## src/rtl/fwd_scoreboard_pkg.sv

```systemverilog
// ============================================================================
// Module : fwd_scoreboard_pkg
// Brief  : Shared defaults, shadow-pipeline entry type and constants.
// Rev    : 1.0  initial release
// ============================================================================
`default_nettype none

package fwd_scoreboard_pkg;

    localparam int XLEN_DEF   = 32;
    localparam int REG_AW_DEF = 5;
    localparam int NUM_RP_DEF = 2;
    localparam int DEPTH_DEF  = 3;
    localparam int LAT_W_DEF  = 2;

    // Entry fields are sized for the widest supported configuration;
    // narrower instances zero-extend into them.
    localparam int REG_AW_MAX = 8;
    localparam int LAT_W_MAX  = 4;

    typedef logic [REG_AW_MAX-1:0] reg_addr_t;
    typedef logic [LAT_W_MAX-1:0]  lat_t;

    typedef struct packed {
        logic      vld;
        reg_addr_t rd;
        lat_t      lat;
    } entry_t;

    localparam reg_addr_t ZERO_REG = '0;

endpackage

`default_nettype wire

```

## src/rtl/fwd_port_select.sv

```systemverilog
// ============================================================================
// Module : fwd_port_select
// Brief  : Per-read-port youngest-producer match, returns bypass data/hit/block.
// Rev    : 1.0  initial release
// ============================================================================
`default_nettype none

import fwd_scoreboard_pkg::*;

module fwd_port_select #(
    parameter int XLEN   = 32,
    parameter int REG_AW = 5,
    parameter int DEPTH  = 3
) (
    input  logic [REG_AW-1:0]           i_addr,
    input  logic                        i_used,
    input  logic [XLEN-1:0]             i_rf_data,
    input  logic [DEPTH*XLEN-1:0]       i_stage_result,
    input  logic [DEPTH-1:0]            i_vld,
    input  logic [DEPTH-1:0]            i_flush_mask,
    input  logic [DEPTH*REG_AW_MAX-1:0] i_rd,
    input  logic [DEPTH*LAT_W_MAX-1:0]  i_lat,
    output logic [XLEN-1:0]             o_data,
    output logic                        o_hit,
    output logic                        o_block
);

    logic [REG_AW_MAX-1:0] w_addr;

    assign w_addr = REG_AW_MAX'(i_addr);

    // Scan oldest to youngest so a younger match fully overrides an older one;
    // a not-ready youngest producer therefore never leaks an older value.
    always_comb begin
        o_data  = i_rf_data;
        o_hit   = 1'b0;
        o_block = 1'b0;
        for (int k = DEPTH - 1; k >= 0; k--) begin
            if (i_used && (w_addr != ZERO_REG) && i_vld[k] && !i_flush_mask[k] &&
                (i_rd[k*REG_AW_MAX +: REG_AW_MAX] == w_addr)) begin
                if (int'(i_lat[k*LAT_W_MAX +: LAT_W_MAX]) <= k) begin
                    o_data  = i_stage_result[k*XLEN +: XLEN];
                    o_hit   = 1'b1;
                    o_block = 1'b0;
                end else begin
                    o_data  = i_rf_data;
                    o_hit   = 1'b0;
                    o_block = 1'b1;
                end
            end
        end
    end

endmodule

`default_nettype wire

```

## src/rtl/fwd_scoreboard.sv

```systemverilog
// ============================================================================
// Module : fwd_scoreboard
// Brief  : Shadow pipeline of in-flight destinations with operand bypass/stall.
// Rev    : 1.0  initial release
// ============================================================================
`default_nettype none

import fwd_scoreboard_pkg::*;

module fwd_scoreboard #(
    parameter int XLEN   = XLEN_DEF,
    parameter int REG_AW = REG_AW_DEF,
    parameter int NUM_RP = NUM_RP_DEF,
    parameter int DEPTH  = DEPTH_DEF,
    parameter int LAT_W  = LAT_W_DEF
) (
    input  logic                     clk,
    input  logic                     rst_n,
    input  logic                     i_issue_valid,
    input  logic [REG_AW-1:0]        i_issue_rd,
    input  logic [LAT_W-1:0]         i_issue_lat,
    input  logic [NUM_RP*REG_AW-1:0] i_rp_addr,
    input  logic [NUM_RP-1:0]        i_rp_used,
    input  logic [NUM_RP*XLEN-1:0]   i_rf_data,
    input  logic [DEPTH*XLEN-1:0]    i_stage_result,
    input  logic [DEPTH-1:0]         i_flush_mask,
    input  logic                     i_flush_issue,
    output logic [NUM_RP*XLEN-1:0]   o_fwd_data,
    output logic [NUM_RP-1:0]        o_fwd_hit,
    output logic                     o_stall,
    output logic [31:0]              o_stall_cnt
);

    entry_t                      r_entry [DEPTH];
    logic [31:0]                 r_stall_cnt;

    logic [DEPTH-1:0]            w_vld;
    logic [DEPTH*REG_AW_MAX-1:0] w_rd;
    logic [DEPTH*LAT_W_MAX-1:0]  w_lat;
    logic [NUM_RP-1:0]           w_block;
    logic                        w_stall;
    logic                        w_insert;

    generate
        for (genvar k = 0; k < DEPTH; k++) begin : g_flat
            assign w_vld[k]                              = r_entry[k].vld;
            assign w_rd[k*REG_AW_MAX +: REG_AW_MAX]      = r_entry[k].rd;
            assign w_lat[k*LAT_W_MAX +: LAT_W_MAX]       = r_entry[k].lat;
        end
    endgenerate

    generate
        for (genvar i = 0; i < NUM_RP; i++) begin : g_port
            fwd_port_select #(
                .XLEN   (XLEN),
                .REG_AW (REG_AW),
                .DEPTH  (DEPTH)
            ) u_sel (
                .i_addr         (i_rp_addr[i*REG_AW +: REG_AW]),
                .i_used         (i_rp_used[i]),
                .i_rf_data      (i_rf_data[i*XLEN +: XLEN]),
                .i_stage_result (i_stage_result),
                .i_vld          (w_vld),
                .i_flush_mask   (i_flush_mask),
                .i_rd           (w_rd),
                .i_lat          (w_lat),
                .o_data         (o_fwd_data[i*XLEN +: XLEN]),
                .o_hit          (o_fwd_hit[i]),
                .o_block        (w_block[i])
            );
        end
    endgenerate

    // A killed ALU-stage instruction neither stalls nor enters the pipeline.
    assign w_stall  = (|w_block) && !i_flush_issue;
    assign w_insert = i_issue_valid && (i_issue_rd != '0) && !w_stall && !i_flush_issue;

    always_ff @(posedge clk) begin
        if (!rst_n) begin
            for (int k = 0; k < DEPTH; k++) begin
                r_entry[k] <= '0;
            end
            r_stall_cnt <= '0;
        end else begin
            r_entry[0] <= '{vld: w_insert,
                            rd:  REG_AW_MAX'(i_issue_rd),
                            lat: LAT_W_MAX'(i_issue_lat)};
            for (int k = 1; k < DEPTH; k++) begin
                r_entry[k] <= '{vld: r_entry[k-1].vld && !i_flush_mask[k-1],
                                rd:  r_entry[k-1].rd,
                                lat: r_entry[k-1].lat};
            end
            if (w_stall && (r_stall_cnt != 32'hFFFF_FFFF)) begin
                r_stall_cnt <= r_stall_cnt + 32'd1;
            end
        end
    end

    assign o_stall     = w_stall;
    assign o_stall_cnt = r_stall_cnt;

endmodule

`default_nettype wire
```

## config.mk

```make
export PLATFORM = sky130hd
export DESIGN_NAME = fwd_scoreboard
export DESIGN_NICKNAME = d
export VERILOG_FILES = /design/src/rtl/fwd_scoreboard_pkg.sv /design/src/rtl/fwd_port_select.sv /design/src/rtl/fwd_scoreboard.sv
export SDC_FILE = /design/constraint.sdc
export NUM_CORES = 1
export LEC_CHECK = 0
export CELL_PAD_IN_SITES_DETAIL_PLACEMENT = 0
export CELL_PAD_IN_SITES_GLOBAL_PLACEMENT = 1
export CORE_ASPECT_RATIO = 0.8
export CORE_UTILIZATION = 49
export DETAILED_ROUTE_END_ITERATION = 8
export DONT_BUFFER_PORTS = 1
export PLACE_DENSITY_LB_ADDON = 0.2
export SLEW_MARGIN = 0
export SYNTH_ARGS = -nofsm -noshare
export SYNTH_HDL_FRONTEND = slang
export SYNTH_HIERARCHICAL = 1
export SYNTH_SLANG_ARGS = --single-unit
```

## constraint.sdc

```tcl
create_clock -name clk -period 8.07 [get_ports clk]
set_input_delay 1.2105 -clock clk [delete_from_list [all_inputs] [get_ports clk]]
set_output_delay 1.2105 -clock clk [all_outputs]
set_load 0.01 [all_outputs]
```

==> results.ini <==
[pwr]
power.share.sequential_pct=48.0
p_int_w=0.0004435
totalPowerFinal_w=0.0005942
power_frac_comb_pct=15.2
p_per_area_nw_per_um2=101.0
power.switching_w=0.0001507
ir_drop_uv=86.03
leakage_nw=1.968
clock_power_share_pct=36.9
switching_share_pct=25.36

[placement]
io_buffers=0
postPlaceCellArea_um2=5742
placed_cells=857
hpwl_mm=14.80
gp_congestion=0.9012

[outcome]
status=complete, no violations

[cts]
clockBufferDepth=2
cts-root-buf=clkbuf_16
cts_tree=built
ctsResizeCount=0
cts.sinks=56
hold_buffers=0
cts_max_level=2
path_clk_slew_ns=0.07
clk_latency_ns=0.30
cts_buffers=5
cts_setup_buffers=0

[cells_and_area]
area_growth_pct=4.141
seqCellArea_um2=1121
drive_gt1_share_pct=13.45
finalNonFillerCells=865
multi_input_area_um2=4362
antenna_cells=0
nets=907
fin_area_um2=5884
fillCellCount=1079

[die]
std_cell_rows=34
die_area_um2=11970
ios=285
initial_core_util_pct=51.09
core_um2=11060
die_height_um=98.05
die_w_um=122.1

[synthesis]
ys_types=45
synth_warnings=6
netlist_area_um2=5650
synth_area_per_cell_um2=7.772
yosys_register_bits=56
syn_inst=727
seq_area_frac_synth_pct=19.84

[critical_path]
path_cells=nor4_1, nand4_1, nor3_4, buf_4, nor3_2, nor3_1, a221o_1
required_ns=6.86
worstSetupPathType=input port to output pin
path_max_fanout=20
crit_path_end_kind=output pin
cpPeakStageDelay_ns=0.71
start_kind=input port
arrival_ns=3.64
slowest_stage=nor3_4

[drt]
totalWireLength_mm=19.70
wire_per_inst_um=22.77
drtPass1Iterations=5
antenna_left=0
drc_errors=0
vias=5894
vias_per_cell=6.814
drt-initial-drc-count=342

[timing]
fin_skew_ns=0.01133
max_slew_margin_pct=25.81
tns_ns=0
worstMarginPinSlew_ns=1.113
slew_viol_final=0
fin_crit_ns=4.855
rsz0062_at_grt=no
finalCritPeriodShare_pct=60.16
worst_hold_slack_ns=0.4426
fmax_ghz=0.2060
hold_violations=0
setup_viol=0

[global_routing]
grt_max_degree=65
grt_use_total_pct=31.47
antenna_found_initial=0
grt_pass1_vias=5654
grt_first_pass_wirelength_mm=29.90
grt-ovfl-total=0

[job]
timing.max_cap.violations=0

[hold_path]
hold_path_class=flip-flop to flip-flop

final cells by class:
| cell class | count | area share (%) |
|---|---|---|
| flip-flops and latches | 56 | 19.05 |
| well taps | 144 | 3.062 |
| clock buffers | 6 | 2.190 |
| inverters | 5 | 0.3189 |
| clock inverters | 2 | 0.2339 |
| multi-input cells | 644 | 74.12 |
| repair buffers | 8 | 1.021 |
sequential cells by signal, indices dropped and copies added, names as in the netlist:
name / flops
o_stall_cnt: 32
r_entry: 24
cells in the mapped netlist:
cell type / count / share of area (%)
nor2_1: 18 / 1.2
nor4_1: 14 / 1.5
dfxtp_1: 56 / 20
clkbuf_1: 32 / 2.1
nor3_2: 66 / 12
nor3_1: 76 / 6.7
o41a_1: 1 / 0.20
and2_1: 23 / 2.5
o21ai_0: 75 / 6.6
nor4_2: 1 / 0.22
conb_1: 1 / 0.066
ha_1: 1 / 0.22
nand2_1: 30 / 2.0
nand2b_1: 8 / 0.89
o211a_1: 2 / 0.35
or2_1: 1 / 0.11
a31oi_1: 4 / 0.44
nand4_2: 2 / 0.44
a221o_1: 64 / 11
and3_1: 6 / 0.66
o2111ai_1: 1 / 0.16
xnor2_1: 25 / 3.9
o21bai_1: 1 / 0.13
o211ai_1: 1 / 0.13
or4_1: 8 / 1.1
nand4_1: 8 / 0.89
buf_6: 10 / 2.0
o21a_1: 3 / 0.40
nor4b_1: 3 / 0.47
mux2i_1: 8 / 1.4
buf_2: 13 / 1.2
o31ai_1: 8 / 1.1
nor2b_1: 66 / 7.3
o21ai_2: 2 / 0.31
o2111a_1: 2 / 0.40
inv_1: 5 / 0.33
a211oi_1: 2 / 0.27
o211ai_2: 2 / 0.44
nor3b_1: 4 / 0.53
or4_4: 3 / 0.60
nand3_1: 20 / 1.8
xor2_1: 12 / 1.9
and4_1: 6 / 0.93
or3_1: 15 / 1.7
a21oi_1: 18 / 1.6
path summary, 6_finish.rpt:
path              startpoint              end  slack [ns]  cells after the start
max          i_flush_mask[1]   o_fwd_data[56]        3.22                      7
min           r_entry[0][13]   r_entry[0][26]        0.44                      1
max reg2reg    r_entry[0][8]  o_stall_cnt[18]        4.55                     10
min reg2reg   r_entry[0][13]   r_entry[0][26]        0.44                      1
per-stage QoR:
| step | util (%) | worst slack, ns |
|---|---|---|
| floorplan | - | 3.749 |
| global placement | 51.91 | 3.307 |
| detailed placement | 51.91 | 3.276 |
| CTS | 53.20 | 3.268 |
| global route | 53.20 | 3.099 |
| finish | 53.20 | 3.215 |
metal layers:
| layer | vias to the layer above | wire [um] | global-route usage [%] |
|---|---|---|---|
| met5 | - | 0 | 0 |
| met4 | 0 | 444 | 8.443 |
| met3 | 37 | 2055 | 8.995 |
| met2 | 324 | 9051 | 51.33 |
| met1 | 2811 | 8147 | 40.34 |
| li1 | 2722 | - | - |
cells by family after synthesis:
logic type	count (synthesis)	synth area share, %
AO/OA/AOI/OAI	186	23.87
XOR/XNOR	37	5.735
flip-flops	56	19.84
multiplexers	8	1.417
buffers and inverters	60	5.602
other	1	0.06637
AND/OR/NAND/NOR	378	43.25
adder cells (fa/ha/maj)	1	0.2214
power groups by stage:
stage | registers, W | logic [W] | clock network [W]
finish | 0.000285 | 0.0000903 | 0.000219
global route | 0.000285 | 0.0000981 | 0.000233
CTS | 0.000285 | 0.0000900 | 0.000225
global placement | 0.000291 | 0.0000878 | 0
floorplan | 0.000290 | 0.0000810 | 0
detailed placement | 0.000291 | 0.0000893 | 0
worst max-delay path, delay by kind of cell:
kind	cells	cell delay [ns]
AOI/OAI and AO/OA	1	0.21
buffers and inverters	1	0.47
and+or+nand+nor	5	1.72
cells in the final DEF (no fill, tap or decap), types with 20 or more instances in the layout:
master and n:
a221o_1 64, and2_1 23, conb_1 34, dfxtp_1 56
nand2_1 30, nand3_1 20, nor2b_1 64, nor3_1 76
nor3_2 64, o21ai_0 75, xnor2_1 25
Power figures use the tool's default switching activity.
